$ cat config.mk
export PLATFORM = sky130hd
export DESIGN_NAME = fir_sequencer_flat
export DESIGN_NICKNAME = d
export VERILOG_FILES = /design/src/rtl/fir_sequencer_pkg.sv /design/src/rtl/fir_sequencer_if.sv /design/src/rtl/fir_sample_ring.sv /design/src/rtl/fir_sequencer.sv /design/src/flat_wrapper.sv
export SDC_FILE = /design/constraint.sdc
export NUM_CORES = 1
export LEC_CHECK = 0
export BUFFER_PORTS_ARGS = -buffer_cell sky130_fd_sc_hd__buf_2
export CORE_AREA = 4 4 288 290
export CTS_BUF_LIST = sky130_fd_sc_hd__clkbuf_8
export DETAILED_ROUTE_END_ITERATION = 7
export DIE_AREA = 0 0 292 294
export HOLD_SLACK_MARGIN = 0.05
export RECOVER_POWER = 100
export SYNTH_ARGS = -nofsm -noshare
export SYNTH_HDL_FRONTEND = slang
export SYNTH_SLANG_ARGS = --single-unit
$ cat constraint.sdc
create_clock -name clk -period 17.09 [get_ports clk]
set_input_delay 2.5635 -clock clk [delete_from_list [all_inputs] [get_ports clk]]
set_output_delay 2.5635 -clock clk [all_outputs]
set_load 0.03 [all_outputs]
$ cat src/rtl/fir_sequencer_pkg.sv
// rtl/fir_sequencer_pkg.sv - shared sizes, FSM states and modular ring indexing for the FIR sequencer
package fir_sequencer_pkg;

   localparam int NTAPS  = 31;
   localparam int NHALF  = (NTAPS + 1) / 2;
   localparam int DATA_W = 10;
   localparam int COEF_W = 16;
   localparam int ACC_W  = 32;
   localparam int FRAC   = 15;
   localparam int PTR_W  = 5;
   localparam int TAP_W  = 4;
   localparam int PAIR_W = DATA_W + 1;
   localparam int PROD_W = COEF_W + PAIR_W + 1;

   typedef enum logic [1:0] {
      IDLE,
      LOAD,
      MAC,
      ROUND
   } fir_state_t;

   typedef logic [PTR_W-1:0] ptr_t;

   // (ptr + off) mod 31 for ptr in 0..30 and off in 0..31: a single compare-and-subtract suffices.
   function automatic ptr_t wrap31(input ptr_t ptr, input logic [PTR_W:0] off);
      logic [PTR_W+1:0] sum;
      sum = {2'b00, ptr} + {1'b0, off};
      if (sum >= (PTR_W + 2)'(NTAPS)) begin
         sum = sum - (PTR_W + 2)'(NTAPS);
      end
      return sum[PTR_W-1:0];
   endfunction

endpackage

$ cat src/rtl/fir_sequencer_if.sv
// rtl/fir_sequencer_if.sv - sample input, coefficient ROM and filtered output bundle
interface fir_sequencer_if;
   import fir_sequencer_pkg::*;

   logic                     sample_valid;
   logic [DATA_W-1:0]        sample_in;
   logic [TAP_W-1:0]         coef_addr;
   logic signed [COEF_W-1:0] coef_data;
   logic                     busy;
   logic                     out_valid;
   logic [DATA_W-1:0]        filtered;
   logic                     overrun;
   logic                     clr_overrun;

   modport master (
      output sample_valid, sample_in, coef_data, clr_overrun,
      input  coef_addr, busy, out_valid, filtered, overrun
   );

   modport slave (
      input  sample_valid, sample_in, coef_data, clr_overrun,
      output coef_addr, busy, out_valid, filtered, overrun
   );

endinterface

$ cat src/rtl/fir_sample_ring.sv
// rtl/fir_sample_ring.sv - 31-entry sample history with one write port and two symmetric tap read ports
module fir_sample_ring
   import fir_sequencer_pkg::*;
(
   input  logic              clk,
   input  logic              reset,
   input  logic              we_i,
   input  ptr_t              waddr_i,
   input  logic [DATA_W-1:0] wdata_i,
   input  ptr_t              base_i,
   input  logic [TAP_W-1:0]  tap_i,
   output logic [DATA_W-1:0] near_o,
   output logic [DATA_W-1:0] far_o
);

   logic [DATA_W-1:0] ring_q [NTAPS];
   ptr_t              near_idx;
   ptr_t              far_idx;

   // near = x[n-k] at (base-k) mod 31; far = x[n-30+k] at (base+1+k) mod 31
   always_comb begin
      near_idx = wrap31(base_i, (PTR_W + 1)'(NTAPS) - {2'b00, tap_i});
      far_idx  = wrap31(base_i, (PTR_W + 1)'(1) + {2'b00, tap_i});
   end

   always_ff @(posedge clk or negedge reset) begin
      if (!reset) begin
         for (int i = 0; i < NTAPS; i++) begin
            ring_q[i] <= '0;
         end
      end else if (we_i) begin
         ring_q[waddr_i] <= wdata_i;
      end
   end

   assign near_o = ring_q[near_idx];
   assign far_o  = ring_q[far_idx];

endmodule

$ cat src/rtl/fir_sequencer.sv
// rtl/fir_sequencer.sv - time-multiplexed controller for the 31-tap symmetric FIR
// One multiplier walks the 16 tap pairs; a product register separates multiply from accumulate.
module fir_sequencer
   import fir_sequencer_pkg::*;
(
   input  logic           clk,
   input  logic           reset,
   fir_sequencer_if.slave bus
);

   localparam logic [TAP_W-1:0]        LAST_TAP   = TAP_W'(NHALF - 1);
   localparam logic signed [ACC_W-1:0] ROUND_HALF = ACC_W'(2 ** (FRAC - 1));
   localparam logic signed [ACC_W-1:0] SAT_MAX    = ACC_W'(2 ** DATA_W - 1);

   fir_state_t               state_q, state_d;
   ptr_t                     wr_ptr_q, wr_ptr_d;
   ptr_t                     base_q, base_d;
   logic [TAP_W-1:0]         tap_q, tap_d;
   logic signed [ACC_W-1:0]  acc_q, acc_d;
   logic signed [PROD_W-1:0] prod_q, prod_d;
   logic                     rnd_pend_q, rnd_pend_d;
   logic [DATA_W-1:0]        filtered_q, filtered_d;
   logic                     out_valid_q, out_valid_d;
   logic                     overrun_q, overrun_d;

   logic [TAP_W-1:0]         coef_addr;
   logic [DATA_W-1:0]        near_smp, far_smp;
   logic [PAIR_W-1:0]        pair;
   logic signed [PROD_W-1:0] prod_now;
   logic signed [ACC_W-1:0]  rnd_sum, rnd_shift;
   logic [DATA_W-1:0]        sat_val;
   logic                     accept, drop;

   assign accept = bus.sample_valid && (state_q == IDLE);
   assign drop   = bus.sample_valid && (state_q != IDLE);

   fir_sample_ring u_ring (
      .clk     (clk),
      .reset   (reset),
      .we_i    (accept),
      .waddr_i (wr_ptr_q),
      .wdata_i (bus.sample_in),
      .base_i  (base_q),
      .tap_i   (tap_q),
      .near_o  (near_smp),
      .far_o   (far_smp)
   );

   // The centre tap reads the same ring entry on both ports, so it is taken once.
   always_comb begin
      pair = {1'b0, near_smp};
      if (tap_q != LAST_TAP) begin
         pair = pair + {1'b0, far_smp};
      end
      prod_now  = PROD_W'(bus.coef_data) * PROD_W'($signed({1'b0, pair}));
      rnd_sum   = acc_q + ROUND_HALF;
      rnd_shift = rnd_sum >>> FRAC;
      if (rnd_shift[ACC_W-1]) begin
         sat_val = '0;
      end else if (rnd_shift > SAT_MAX) begin
         sat_val = '1;
      end else begin
         sat_val = rnd_shift[DATA_W-1:0];
      end
   end

   always_comb begin
      state_d     = state_q;
      wr_ptr_d    = wr_ptr_q;
      base_d      = base_q;
      tap_d       = tap_q;
      acc_d       = acc_q;
      prod_d      = prod_q;
      rnd_pend_d  = 1'b0;
      filtered_d  = filtered_q;
      out_valid_d = 1'b0;
      coef_addr   = '0;
      overrun_d   = drop ? 1'b1 : (bus.clr_overrun ? 1'b0 : overrun_q);

      // Rounding runs the cycle after ROUND, when the last product has landed in acc.
      if (rnd_pend_q) begin
         filtered_d  = sat_val;
         out_valid_d = 1'b1;
      end

      case (state_q)
         IDLE: begin
            if (bus.sample_valid) begin
               base_d   = wr_ptr_q;
               wr_ptr_d = (wr_ptr_q == PTR_W'(NTAPS - 1)) ? '0 : wr_ptr_q + PTR_W'(1);
               state_d  = LOAD;
            end
         end
         LOAD: begin
            acc_d   = '0;
            tap_d   = '0;
            state_d = MAC;
         end
         MAC: begin
            coef_addr = (tap_q == LAST_TAP) ? LAST_TAP : tap_q + TAP_W'(1);
            prod_d    = prod_now;
            if (tap_q != '0) begin
               acc_d = acc_q + ACC_W'(prod_q);
            end
            if (tap_q == LAST_TAP) begin
               state_d = ROUND;
            end else begin
               tap_d = tap_q + TAP_W'(1);
            end
         end
         ROUND: begin
            acc_d      = acc_q + ACC_W'(prod_q);
            rnd_pend_d = 1'b1;
            state_d    = IDLE;
         end
         default: state_d = IDLE;
      endcase
   end

   always_ff @(posedge clk or negedge reset) begin
      if (!reset) begin
         state_q     <= IDLE;
         wr_ptr_q    <= '0;
         base_q      <= '0;
         tap_q       <= '0;
         acc_q       <= '0;
         prod_q      <= '0;
         rnd_pend_q  <= 1'b0;
         filtered_q  <= '0;
         out_valid_q <= 1'b0;
         overrun_q   <= 1'b0;
      end else begin
         state_q     <= state_d;
         wr_ptr_q    <= wr_ptr_d;
         base_q      <= base_d;
         tap_q       <= tap_d;
         acc_q       <= acc_d;
         prod_q      <= prod_d;
         rnd_pend_q  <= rnd_pend_d;
         filtered_q  <= filtered_d;
         out_valid_q <= out_valid_d;
         overrun_q   <= overrun_d;
      end
   end

   assign bus.coef_addr = coef_addr;
   assign bus.busy      = (state_q != IDLE);
   assign bus.out_valid = out_valid_q;
   assign bus.filtered  = filtered_q;
   assign bus.overrun   = overrun_q;

endmodule
$ cat src/flat_wrapper.sv
// flat-port wrapper written by rule: the top's interface ports become plain ports
module fir_sequencer_flat import fir_sequencer_pkg::*;
  (clk, reset, bus_sample_valid, bus_sample_in, bus_coef_data, bus_clr_overrun, bus_coef_addr, bus_busy, bus_out_valid, bus_filtered, bus_overrun);
  fir_sequencer_if bus_i ();
  input  logic clk;
  input  logic reset;
  input wire logic [$bits(bus_i.sample_valid)-1:0] bus_sample_valid;
  input wire logic [$bits(bus_i.sample_in)-1:0] bus_sample_in;
  input wire logic [$bits(bus_i.coef_data)-1:0] bus_coef_data;
  input wire logic [$bits(bus_i.clr_overrun)-1:0] bus_clr_overrun;
  output wire logic [$bits(bus_i.coef_addr)-1:0] bus_coef_addr;
  output wire logic [$bits(bus_i.busy)-1:0] bus_busy;
  output wire logic [$bits(bus_i.out_valid)-1:0] bus_out_valid;
  output wire logic [$bits(bus_i.filtered)-1:0] bus_filtered;
  output wire logic [$bits(bus_i.overrun)-1:0] bus_overrun;
  assign bus_i.sample_valid = bus_sample_valid;
  assign bus_i.sample_in = bus_sample_in;
  assign bus_i.coef_data = bus_coef_data;
  assign bus_i.clr_overrun = bus_clr_overrun;
  assign bus_coef_addr = bus_i.coef_addr;
  assign bus_busy = bus_i.busy;
  assign bus_out_valid = bus_i.out_valid;
  assign bus_filtered = bus_i.filtered;
  assign bus_overrun = bus_i.overrun;
  fir_sequencer u_core (.clk(clk), .reset(reset), .bus(bus_i));
endmodule
==> run metrics <==
post-route cell area 34670 sq um; sequential-to-total area share from yosys stat 31.20%; status complete, but fails checks; post-synth top area cell dfrtp_1; Gate Count Post-Synth 3314; vias in the first global route 26.61k; crit end category register; R2R Setup Slk 2450 ps; Die X-Extent 292 um; EDFF count, synth 0; Total Wirelength 107.0 mm; non-filler instance count after layout 4408; final net count 3610; Setup Skew 61.33 ps; unrepaired setup endpoints after global routing false; first-pass detailed-route iteration total 8; share of cells above drive strength 1 17.72%; remaining antenna violation count 0; TritonCTS Sinks 399; Yosys Warn Count 0; Starting Density 39.86%; grt total ovfl 0; setup TNS 0 ps; area occupied by multi-input gates 20050 sq um; FF-to-FF path depth 38; cts bufs inserted 74; FF+latch count, synth 399; Worst Tran Pin Value 5295 ps; Placed Cells 4275; Yosys top cell area share 31.20%; Slew HR -253.0%; hold path depth 2; Site Rows 104; gr usage total 24.50%; clock latency reported for the late side of the worst-skew pair 710 ps; Hold Path Sink u_core.acc_q[3]$_DFFE_PN0P_; Final Max Tran Viols 538; setup violators final 0; I/O Buffers 46; Area Overhead vs Synth 8.328%; initial detailed-routing violation count 2719; Clock Tree Root clkbuf_8; Hold-fix buffers, CTS 0; DP HPWL 76.15 mm; top post-synthesis cells by area dfrtp_1, mux2_2, fa_1; Fill cells 7845; Die Footprint 85850 sq um; Async S/R FF share, synth 100.0%; io pins 47; DR vias/cell 6.095; Final Cycle Share 85.68%; worst flop-to-flop path endpoint u_core.prod_q[24]$_DFFE_PN0P_; minimum clock period 14640 ps; Cell variety after synth 103; CP dominant cell by count fa_1; CP peak stage delay 1170 ps; GPL Wtd Cong 0.9728; via count 26.87k; Synth Area per Inst 9.657 sq um; area post-placement 33240 sq um; fmax 68.30 MHz; Crit-path slowest cell nor4b_1; DRC errors left 2; post-cts resize count 0; initial antenna violation count 3; Worst Setup Path Type register to register; first-pass GRT wire length 163.9 mm; DR WL/cell 24.27 um; failing checks design-rule violations, max-capacitance violations, max-slew violations; clock slew at reported path FFs 60 ps; top_reg_cell synth dfrtp_1; CTS Buffer Depth 3; WP data arrival 15080 ps; CTS tree done; Crit Reg-Reg Startpoint u_core.tap_q[0]$_DFFE_PN0P_; Max Cap Viol 10; largest net degree at the start of global routing 168; H-Tree Depth 3; core area 80290 sq um; Post-Syn Area 32000 sq um; worst hold start u_core.acc_q[3]$_DFFE_PN0P_; sequential cell area 9985 sq um; Die Y 294 um; CP required 17530 ps; total setup buffers inserted after CTS 0; syn nets 3633; Worst Hold Class register to register; CP Launch Type register; Max Fanout on Critical Path 22; Final Hold Fails 0
[cell usage in the layout (no fill, tap or decap), types with 105 or more instances in the layout]
cell type  instances
fa_1             165
a21oi_1          105
nor2_1           108
ha_1             123
mux2_2           340
o21ai_0          191
nand3_1          119
inv_1            311
nand2_1          348
dfrtp_1          399
[worst max path at each step]
stage / start / to / slack [ps] / depth (start not counted)
after floorplan: u_core.tap_q[0]$_DFFE_PN0P_ / u_core.prod_q[23]$_DFFE_PN0P_ / 5650 / 50
after global placement: u_core.tap_q[0]$_DFFE_PN0P_ / u_core.prod_q[27]$_DFFE_PN0P_ / 4420 / 39
after detailed placement: u_core.tap_q[0]$_DFFE_PN0P_ / u_core.prod_q[27]$_DFFE_PN0P_ / 4320 / 39
after CTS: u_core.tap_q[0]$_DFFE_PN0P_ / u_core.prod_q[27]$_DFFE_PN0P_ / 4300 / 39
after global routing: u_core.tap_q[0]$_DFFE_PN0P_ / u_core.prod_q[27]$_DFFE_PN0P_ / 1660 / 39
final: u_core.tap_q[0]$_DFFE_PN0P_ / u_core.prod_q[24]$_DFFE_PN0P_ / 2450 / 38
[per-layer routing]
layer,vias up,wire [um],track usage (%)
met2,1198,49480,39.79
met1,13450,43870,32.04
li1,11910,-,-
met5,-,0,0
met4,0,6116,12.14
met3,306,7501,3.713
[sequential cells by signal, summed over array words and instances, names as in the netlist]
register,cells
u_core.base_q,5
u_core.bus.overrun,1
u_core.rnd_pend_q,1
u_core.bus.out_valid,1
u_core.acc_q,32
u_core.state_q,2
u_core.wr_ptr_q,5
u_core.u_ring.ring_q,310
u_core.bus.filtered,10
u_core.tap_q,4
u_core.prod_q,28
[cell families after synthesis]
logic type	synth area share [%]
mux	15.42
fa+ha+maj	15.21
buf+inv	6.463
flops	31.20
compound gates	17.48
simple gates	12.09
xor+xnor	2.131
[per-stage QoR]
stage | setup WS, ps | util, % | hold WS [ps]
2_1_floorplan | 5649 | - | 352.0
3_3_place_gp | 4424 | 41.40 | 470.2
3_5_place_dp | 4317 | 41.40 | 475.0
4_1_cts | 4302 | 43.34 | 488.2
5_1_grt | 1658 | 43.18 | 518.9
6_report | 2448 | 43.18 | 483.2
[cells in the mapped netlist (all sizes together) (8+ instances only)]
cell / number
a2111oi: 17
a21o: 30
a31oi: 20
mux2: 340
nand2: 351
a21boi: 8
and3: 37
o2111ai: 11
or3: 11
xor2: 29
o21ai: 212
nor3: 40
fa: 165
nand3: 119
a21oi: 107
dfrtp: 399
a32oi: 21
nor2b: 14
and2: 20
buf: 90
nand4: 42
clkbuf: 125
nor4: 13
o221ai: 36
nand2b: 12
inv: 287
mux2i: 106
nor2: 110
o31ai: 19
a22oi: 21
a221oi: 26
xnor2: 45
ha: 124
o32a: 14
o21a: 38
o22ai: 19
o211ai: 36
a211oi: 72
[layout make-up]
class	count	share of cell area [%]
clock buffers	84	3.335
clock inverters	47	1.155
well taps	1060	3.826
diodes	2	0.01444
repair buffers	116	1.920
multi-input cells	2412	57.83
inverters	288	3.118
flip-flops and latches	399	28.80
[critical path: cells and delay by family (launching register included)]
| kind | cells | cell delay, ps |
|---|---|---|
| flip-flops | 1 | 400 |
| adder cells (fa/ha/maj) | 9 | 4070 |
| buffers and inverters | 6 | 1660 |
| AO/OA/AOI/OAI | 14 | 3860 |
| XOR/XNOR | 2 | 270 |
| AND/OR/NAND/NOR | 7 | 4100 |
Power is left out: the tool's default activity adds up to more than one toggle a clock period on the data nets, which glitch-free logic cannot reach.
